**src/rtl/muxe_pipe_pkg.sv**
```systemverilog
// Shared types and helpers for the registered select-by-index mux.
// Lock FSM states and the select-width helper used by every muxe_pipe file.
package muxe_pipe_pkg;

   typedef enum logic {
      IDLE   = 1'b0,
      LOCKED = 1'b1
   } lock_state_e;

   // Width of a binary index over n channels; never narrower than one bit.
   function automatic int sel_w(input int n);
      return (n > 1) ? $clog2(n) : 1;
   endfunction

endpackage

```
**src/rtl/muxe_pipe_lock.sv**
```systemverilog
// Packet lock: holds the channel index from a packet's first accepted beat to its last.
// Combinational eff_sel from registered state; no backpressure of its own (advances on accept only).
module muxe_pipe_lock
   import muxe_pipe_pkg::*;
#(
   parameter  int N        = 4,
   parameter  int PKT_MODE = 1,
   localparam int SEL_W    = sel_w(N)
) (
   input  logic             clk,
   input  logic             rst,
   input  logic [SEL_W-1:0] sel_i,
   input  logic             accept_i,
   input  logic             last_i,
   output logic [SEL_W-1:0] eff_sel_o,
   output logic             locked_o
);

   lock_state_e      state_q;
   logic [SEL_W-1:0] lock_sel_q;

   always_ff @(posedge clk) begin
      if (rst) begin
         state_q    <= IDLE;
         lock_sel_q <= '0;
      end else if ((PKT_MODE != 0) && accept_i) begin
         case (state_q)
            // A single-beat packet (last on the first beat) never locks.
            IDLE: begin
               if (!last_i) begin
                  state_q    <= LOCKED;
                  lock_sel_q <= eff_sel_o;
               end
            end
            LOCKED: begin
               if (last_i) state_q <= IDLE;
            end
            default: state_q <= IDLE;
         endcase
      end
   end

   assign locked_o  = (state_q == LOCKED);
   assign eff_sel_o = locked_o ? lock_sel_q : sel_i;

endmodule

```
**src/rtl/muxe_pipe.sv**
```systemverilog
// N:1 valid/ready mux selected by binary index, one-entry registered output stage, optional packet lock.
// Latency 1 cycle; full throughput; ready only to the selected channel and only when the stage can take a beat.
module muxe_pipe
   import muxe_pipe_pkg::*;
#(
   parameter  int N        = 4,
   parameter  int W        = 32,
   parameter  int PKT_MODE = 1,
   localparam int SEL_W    = sel_w(N)
) (
   input  logic                  clk,
   input  logic                  rst,
   input  logic [N-1:0]          i_in_vld,
   input  logic [N-1:0][W-1:0]   i_in_data,
   input  logic [N-1:0]          i_in_last,
   output logic [N-1:0]          o_in_rdy,
   input  logic [SEL_W-1:0]      i_sel,
   output logic                  o_out_vld,
   output logic [W-1:0]          o_out_data,
   output logic                  o_out_last,
   output logic [SEL_W-1:0]      o_out_sel,
   input  logic                  i_out_rdy,
   output logic                  o_locked,
   output logic                  o_sel_err
);

   logic [SEL_W-1:0] eff_sel;
   logic             locked;
   logic             sel_ok;
   logic             stage_free;
   logic             accept;
   logic             last_sel;
   logic [N-1:0]     sel_oh;
   logic [W-1:0]     data_sel;

   logic             out_vld_q;
   logic [W-1:0]     out_data_q;
   logic             out_last_q;
   logic [SEL_W-1:0] out_sel_q;
   logic             sel_err_q;

   muxe_pipe_lock #(
      .N        (N),
      .PKT_MODE (PKT_MODE)
   ) u_lock (
      .clk       (clk),
      .rst       (rst),
      .sel_i     (i_sel),
      .accept_i  (accept),
      .last_i    (last_sel),
      .eff_sel_o (eff_sel),
      .locked_o  (locked)
   );

   // Out-of-range indices (only possible when N is not a power of two) decode to no channel.
   assign sel_ok     = int'(eff_sel) < N;
   assign stage_free = !out_vld_q || i_out_rdy;

   always_comb begin
      sel_oh = '0;
      for (int k = 0; k < N; k++) begin
         sel_oh[k] = sel_ok && (int'(eff_sel) == k);
      end
   end

   always_comb begin
      data_sel = '0;
      last_sel = 1'b0;
      for (int k = 0; k < N; k++) begin
         data_sel = data_sel | ({W{sel_oh[k]}} & i_in_data[k]);
         last_sel = last_sel | (sel_oh[k] & i_in_last[k]);
      end
   end

   assign o_in_rdy = (stage_free && !rst) ? sel_oh : '0;
   assign accept   = |(i_in_vld & o_in_rdy);

   always_ff @(posedge clk) begin
      if (rst) begin
         out_vld_q  <= 1'b0;
         out_data_q <= '0;
         out_last_q <= 1'b0;
         out_sel_q  <= '0;
         sel_err_q  <= 1'b0;
      end else begin
         if (accept) begin
            out_vld_q  <= 1'b1;
            out_data_q <= data_sel;
            out_last_q <= last_sel;
            out_sel_q  <= eff_sel;
         end else if (i_out_rdy) begin
            out_vld_q  <= 1'b0;
         end
         sel_err_q <= !locked && (int'(i_sel) >= N);
      end
   end

   assign o_out_vld  = out_vld_q;
   assign o_out_data = out_data_q;
   assign o_out_last = out_last_q;
   assign o_out_sel  = out_sel_q;
   assign o_locked   = locked;
   assign o_sel_err  = sel_err_q;

endmodule

```
**config.mk**
```make
export PLATFORM = sky130hd
export DESIGN_NAME = muxe_pipe
export DESIGN_NICKNAME = d
export VERILOG_FILES = /design/src/rtl/muxe_pipe_pkg.sv /design/src/rtl/muxe_pipe_lock.sv /design/src/rtl/muxe_pipe.sv
export SDC_FILE = /design/constraint.sdc
export NUM_CORES = 1
export LEC_CHECK = 0
export ABC_AREA = 1
export CAP_MARGIN = 25
export CELL_PAD_IN_SITES_DETAIL_PLACEMENT = 2
export CELL_PAD_IN_SITES_GLOBAL_PLACEMENT = 2
export CORE_ASPECT_RATIO = 1.5
export CORE_MARGIN = 2
export CORE_UTILIZATION = 15
export DETAILED_ROUTE_END_ITERATION = 10
export PLACE_DENSITY = 0.84
export SYNTH_ARGS = -nofsm -noshare
export SYNTH_HDL_FRONTEND = slang
export SYNTH_SLANG_ARGS = --single-unit
export TNS_END_PERCENT = 5
```
**constraint.sdc**
```tcl
create_clock -name clk -period 2.3 [get_ports clk]
set_input_delay 0.69 -clock clk [delete_from_list [all_inputs] [get_ports clk]]
set_output_delay 0.69 -clock clk [all_outputs]
set_load 0.01 [all_outputs]
```
Yosys cells after proc, flatten, opt, wreduce, memory -nomap -nowiden
Cells that the tools add are included.

storage, ports and cells
  register bits after elaboration = 39
  input bits = 141
  output and inout bits = 42
  logic and storage cells = 39

operators by class
  eq/ne operators = 3
  multiplexer cells = 5
  bitwise gates (word level) = 17
  reduce and logical (&&, ||, !) cells = 8

operator list
  operator            number
  $and 32x32->32      4
  $or 32x32->32       3
  $and 1x1->1         4
  $and 4x4->4         1
  $eq 2x2->1 const B  2
  $mux 4              1
  $reduce_or 4->1     1
  $mux 1              3
  $or 1x1->1          3
  $reduce_and 3->1    1
  $eq 2x1->1 const B  1
  $logic_not 1->1     2
  $logic_not 2->1     1
  $mux 2              1
  $not 1->1           2
  $reduce_bool 2->1   1
  $logic_and 1x1->1   1
  $logic_or 1x1->1    1

Longest topological paths before layout
Gate-level depths: netlist (run 1).

  depth after elaboration = 8
  gate-level depth with buffers = 11
  mapped depth without buffers = 11

Hierarchy
Synthesis (run 1) repeated with hierarchy kept, for this count alone.

second synthesis, totals
  cell total of the unflattened synthesis = 453
  area total of the unflattened synthesis = 2560.0 um^2

by module, submodules not included
  module          times used  cells each  area each (um^2)  sequential area each (um^2)
  muxe_pipe       1           427         2401.1            720.7
  muxe_pipe_lock  1           26          158.9             60.1

Worst setup path after synthesis (run 1)
No wires, ideal clock.

  path kind = input to output
  start = input port rst
  end = output port o_in_rdy[0]
  data arrival time = 1.561 ns
  required time = 1.610 ns
  setup slack = 0.049 ns
  stages on the path = 4
  path buffers = 1
  cells stage by stage = buf_2 -> a21oi_1 -> inv_1 -> nor3_1

between the ends
  longest elaborated chain between the ends = 3

RTL lines
  element            line             text
  start, declared    muxe_pipe.sv:12  input logic rst,
  $logic_not 1->1    muxe_pipe.sv:75  assign o_in_rdy = (stage_free && !rst) ? sel_oh : '0;
  $logic_and 1x1->1  muxe_pipe.sv:75
  $mux 4             muxe_pipe.sv:75
  end, declared      muxe_pipe.sv:16  output logic [N-1:0] o_in_rdy,

No other way between the ends.

Worst setup path in the final report (run 1)
  start = input port i_out_rdy
  end = output port o_in_rdy[2]

between the ends
  longest elaborated chain between the ends = 3

RTL lines
  element            line             text
  start, declared    muxe_pipe.sv:22  input logic i_out_rdy,
  $logic_or 1x1->1   muxe_pipe.sv:57  assign stage_free = !out_vld_q || i_out_rdy;
  $logic_and 1x1->1  muxe_pipe.sv:75
  $mux 4             muxe_pipe.sv:75

No other way between the ends.

==> results of run 1 <==
worst min-delay path, cell delays in order, from the launching register on:
cell	delay (ps)
dfxtp_1	310
nand2_1	60
a21oi_1	50
through the flow:
stage / hold WS [ps] / setup WS (ps) / std cells
detailed placement: 459 / -735 / 776
finish: 464 / 55.7 / 785
floorplan: 478 / 49.4 / 389
CTS: 471 / 54.3 / 785
global placement: 451 / -726 / 776
global route: 493 / 15.9 / 785
sequential cells by signal (all words and copies together), names as in the netlist:
register / flops
o_out_sel: 2
u_lock.lock_sel_q: 2
o_out_vld: 1
o_out_last: 1
o_out_data: 32
u_lock.locked_o: 1
how the worst min path moves through the flow:
stage,endpoint,slack [ps],cells past startpoint
after floorplan,u_lock.lock_sel_q[0],480,2
after global placement,o_out_data[30],450,2
after detailed placement,o_out_data[4],460,2
after CTS,o_out_data[4],470,2
after global routing,o_out_data[13],490,2
final,o_out_data[5],460,2
Yosys cell counts, types with 3 or more instances:
master,n,share of area
buf_2,10,0.021
clkbuf_1,7,0.011
buf_6,3,0.014
nand2_2,6,0.016
inv_2,3,0.0048
nand4_1,33,0.087
nand2_1,209,0.33
nand3_1,5,0.011
nor2_1,12,0.019
nor3_1,5,0.011
a21oi_1,36,0.076
nor2_4,4,0.019
inv_1,7,0.011
dfxtp_1,39,0.33
kinds of logic (layout without fill, tap and decap cells):
kind of cell | count (synthesis) | after routing | synth area share
simple gates | 279 | 279 | 0.521
compound gates | 37 | 37 | 0.0783
other cells | 1 | 1 | 0.00159
flops | 39 | 39 | 0.330
buf+inv | 33 | 226 | 0.0688
power groups by stage:
stage / registers (W) / logic (W) / clock network [W]
6_report: 0.000813 / 0.00130 / 0.000738
3_3_place_gp: 0.000822 / 0.00127 / 0
2_1_floorplan: 0.000858 / 0.000531 / 0
5_1_grt: 0.000823 / 0.00144 / 0.000798
3_5_place_dp: 0.000827 / 0.00133 / 0
4_1_cts: 0.000814 / 0.00134 / 0.000773
cell type report:
class                   count  area, um2  area share
inverters                  10       40.0     0.00843
flip-flops and latches     39        781       0.164
repair buffers            208       2060       0.434
clock buffers               8        156      0.0329
well taps                 203        254      0.0535
multi-input cells         317       1460       0.307
repair_timing:
item | in CTS | in global routing
buffers inserted | 1 | 0
setup endpoints to repair | 4 | 0
gates resized for setup | 32 | 0
routing by layer:
layer	GRT usage	vias to the layer above	share of wire
met5	0	-	0
met4	0.0507	0	0.017
met3	0.0231	14	0.044
met2	0.322	105	0.60
met1	0.141	1659	0.34
li1	-	1637	-
==> qor.csv, run 1 <==
stage;metric;value;unit
run_status;status;finished clean;
global_routing;vias in the first global route;3868;
pwr;Power Total;0.00285;W
synth;Post-Syn Instances;389;
clocking;deepest clock path buffer count;2;
cells_and_area;fill count;1854;
pwr;Leak Pwr;1.81;nW
placed_design;area post-placement;0.00458;mm2
clocking;Root Driver;clkbuf_16;
worst_setup_path;crit-path cells;dlygate4sd2_1 > inv_2 > a21oi_4 > inv_4 > nor3_2 > buf_2;
synth;Mapped Nets;530;
cells_and_area;fin util;0.305;
worst_setup_path;r2r endpoint;o_out_data[24];
synth;Post-Syn Area;0.00236;mm2
sta;RSZ-0062 raised after global routing;false;
cells_and_area;# nets final;722;
worst_setup_path;Worst Path Buf+Inv;4;
cells_and_area;final instance area;0.00475;mm2
clocking;CTS Hold Bufs;0;
floorplanning;Starting Density;0.152;
placed_design;hpwl dp;10600;um
global_routing;grt ovf;0;
worst_setup_path;CP Data Arrival Time;1550;ps
clocking;worst skew pair latency;280;ps
worst_setup_path;R2R Path Start;u_lock.locked_o;
sta;Period minus WS final;2240;ps
floorplanning;die area;0.0168;mm2
cells_and_area;Antenna Cells;0;
route;drt drc;0;
pwr;part of the power in registers;0.285;
cells_and_area;commonest non-fill, non-tap cells in the layout;209 x nand2_1, 173 x clkdlybuf4s50_1, 39 x dfxtp_1;
min_path;HP Start;o_out_data[5];
worst_setup_path;top fanout value on the critical path;4;
worst_setup_path;r2r setup slk;380;ps
cells_and_area;area delta synth->final;101;%
pwr;P_int;0.00188;W
clocking;CTS HTree Levels;2;
worst_setup_path;CP peak stage delay;210;ps
worst_setup_path;Req. time, crit path;1610;ps
synth;yosys warns;0;
synth;number of flops mapped to enable cells by yosys;0;
sta;Worst Skew;6.37;ps
worst_setup_path;R2R cell count;10;
sta;Final period util;0.976;
floorplanning;# IOs;183;
worst_setup_path;Worst Setup SP;i_out_rdy;
route;Post-DRT Antenna Nets;0;
placed_design;I/O Buffers;181;
global_routing;largest net degree at the start of global routing;37;
pwr;switching power;0.000975;W
sta;fmax;0.446;GHz
pwr;clock share of power;0.259;
route;initial detailed-routing violation count;68;
placed_design;Placer Congestion;0.774;
sta;setup violation total in the final timing report;0;
pwr;switching share of power;0.342;
route;first drt pass iteration count;4;
synth;predominant post-synthesis flop cell;dfxtp_1;
floorplanning;# rows;56;
sta;Fin. Hold Viols;0;
cells_and_area;layout cells sized above 1;0.112;
route;routed vias;3415;
min_path;Hold/Removal Path Class;register to register;
pwr;Comb pwr share;0.456;
clocking;CTS tree;done;
worst_setup_path;critical path endpoint category;output port;
clocking;clk slew on worst S/H paths;60;ps
synth;sequential area share after synthesis;0.330;
pwr;Max VDD drop;0.277;mV
worst_setup_path;Critical-path top delay cell;dlygate4sd2_1;
clocking;Num CTS Buffers;5;
synth;#FFs+latches synth;39;
synth;Syn Area/Cell;6.08;um2
synth;distinct cell type count after synthesis;21;
global_routing;initial antenna violation count;0;
floorplanning;Die W;106;um
floorplanning;Die H;158;um
clocking;clk sinks;39;
global_routing;first-pass GRT wire length;19700;um
worst_setup_path;crit start category;input port;
floorplanning;Core Area;0.0156;mm2
job;Max-Cap Viols;0;
route;WL final;12900;um
worst_setup_path;critical path depth;6;
sta;TNS Setup;0;ps
synth;Post-synth ARST share;0;
worst_setup_path;CP top delay family;buffers and inverters;
worst_setup_path;critical path endpoint;o_in_rdy[2];
global_routing;Tot GR Track Use;0.151;
sta;Final Max Slew Viols;0;
cells_and_area;most common cell after layout, fill and taps aside;nand2_1;
route;vias per cell;4.35;
pwr;PwrDens;600;mW/mm2
route;Routed WL per cell;16.5;um
worst_setup_path;critical path class;input port to output port;
Note: power is estimated with default switching activity, not from simulation.
==> run 2: changes to the inputs <==
--- a/config.mk
+++ b/config.mk
@@ -12,8 +12,10 @@
 export CORE_ASPECT_RATIO = 1.5
 export CORE_MARGIN = 2
 export CORE_UTILIZATION = 15
+export CTS_BUF_LIST = sky130_fd_sc_hd__clkbuf_16
 export DETAILED_ROUTE_END_ITERATION = 10
 export PLACE_DENSITY = 0.84
+export SLEW_MARGIN = 20
 export SYNTH_ARGS = -nofsm -noshare
 export SYNTH_HDL_FRONTEND = slang
 export SYNTH_SLANG_ARGS = --single-unit
==> run 2 against run 1 <==
  * Worst hold slack got worse by 0.51 ps
  * Wire length shrank 0.39%
  * Die area unchanged
  * Clock-buffer cell count down 3
==> qor.csv, run 2 (synthesis gave the netlist of run 1 again) <==
stage;metric;value;unit
run_status;status;finished clean;
cells_and_area;fin util;0.304;
route;routed vias;3406;
clocking;clk slew on worst S/H paths;50;ps
sta;fmax;0.445;GHz
cells_and_area;# nets final;722;
worst_setup_path;CP Data Arrival Time;1560;ps
clocking;CTS Hold Bufs;0;
clocking;deepest clock path buffer count;2;
route;Post-DRT Antenna Nets;0;
sta;Fin. Hold Viols;0;
cells_and_area;most common cell after layout, fill and taps aside;nand2_1;
route;drt drc;0;
clocking;Num CTS Buffers;5;
sta;setup violation total in the final timing report;0;
clocking;CTS HTree Levels;2;
global_routing;largest net degree at the start of global routing;37;
pwr;Max VDD drop;0.274;mV
placed_design;dpl ws;-735;ps
worst_setup_path;critical path class;input port to output port;
pwr;Power Total;0.00277;W
floorplanning;# IOs;183;
sta;RSZ-0062 raised after global routing;false;
sta;Fin Hold WS;463;ps
cells_and_area;max reg flops;32;
route;vias per cell;4.34;
placed_design;Placer Congestion;0.774;
placed_design;I/O Buffers;181;
worst_setup_path;crit start category;input port;
pwr;Leak Pwr;1.81;nW
floorplanning;die area;0.0168;mm2
job;Max-Cap Viols;0;
min_path;Hold/Removal Path Class;register to register;
worst_setup_path;critical path endpoint category;output port;
sta;TNS Setup;0;ps
sta;Period minus WS final;2250;ps
cells_and_area;commonest non-fill, non-tap cells in the layout;209 x nand2_1, 173 x clkdlybuf4s50_1, 39 x dfxtp_1;
cells_and_area;area delta synth->final;100;%
worst_setup_path;Req. time, crit path;1610;ps
global_routing;grt ovf;0;
clocking;CTS tree;done;
cells_and_area;layout cells sized above 1;0.108;
clocking;worst skew pair latency;280;ps
cells_and_area;Antenna Cells;0;
floorplanning;Starting Density;0.152;
global_routing;vias in the first global route;3864;
clocking;clk sinks;39;
pwr;PwrDens;586;mW/mm2
global_routing;initial antenna violation count;0;
sta;Final Max Slew Viols;0;
worst_setup_path;r2r setup slk;380;ps
worst_setup_path;top fanout value on the critical path;4;
route;initial detailed-routing violation count;89;
route;Routed WL per cell;16.4;um
route;first drt pass iteration count;4;
sta;Worst Skew;5.96;ps
global_routing;first-pass GRT wire length;19700;um
floorplanning;# rows;56;
floorplanning;Core Area;0.0156;mm2
route;WL final;12900;um
sta;Final WS setup;54.2;ps
sta;Final period util;0.976;
floorplanning;Die H;158;um
placed_design;hpwl dp;10600;um
floorplanning;Die W;106;um
clocking;Root Driver;clkbuf_16;
global_routing;Tot GR Track Use;0.151;
[run 2: through the flow]
step / cells / area, um2
after detailed placement: 776 / 4580
after CTS: 785 / 4730
after floorplan: 389 / 2360
final: 785 / 4730
after global placement: 776 / 4580
after global routing: 785 / 4730
[run 2: critical path: stages]
cell and delay, ps:
dlygate4sd2_1 210, inv_2 50, a21oi_4 180, inv_4 70, nor3_2 180, buf_2 160
[run 2: report_power, final]
part           leakage, nW  switching (W)  total, W  internal, W
sequential           0.318      0.0000509  0.000813     0.000762
clock               0.0701       0.000271  0.000661     0.000390
combinational         1.42       0.000647   0.00130     0.000653
[run 2: path summary, 6_finish.rpt]
kind,end,startpoint,cells after the start
setup / recovery,o_in_rdy[2],i_out_rdy,6
hold / removal,o_out_data[5],o_out_data[5],2
setup reg to reg,o_out_data[24],u_lock.locked_o,10
hold reg to reg,o_out_data[5],o_out_data[5],2
[run 2: layer usage]
layer / track usage / wire (um) / part of all wire / up-vias
li1: - / - / - / 1638
met1: 0.141 / 4370 / 0.34 / 1648
met2: 0.322 / 7680 / 0.60 / 106
met3: 0.0231 / 576 / 0.045 / 14
met4: 0.0507 / 232 / 0.018 / 0
met5: 0 / 0 / 0 / -
[run 2: timing repair]
item                                    CTS  global route
gates resized for setup                  32             0
buffers inserted                          1             0
endpoints found under the setup margin    4             0
[run 2: final cells by class]
class	count	area [um2]
fill	1857	10800
timing repair buffer	208	2060
multi-input combinational	317	1460
sequential	39	781
tap	203	254
clock buffer	5	125
inverter	10	40.0
clock inverter	3	11.3
==> run 3: changes to the inputs <==
--- a/config.mk
+++ b/config.mk
@@ -15,6 +15,7 @@
 export CTS_BUF_LIST = sky130_fd_sc_hd__clkbuf_16
 export DETAILED_ROUTE_END_ITERATION = 10
 export PLACE_DENSITY = 0.84
+export SKIP_LAST_GASP = 1
 export SLEW_MARGIN = 20
 export SYNTH_ARGS = -nofsm -noshare
 export SYNTH_HDL_FRONTEND = slang
==> results of run 3 <==
Final layout, timing and power as in run 2 (identical DEF).
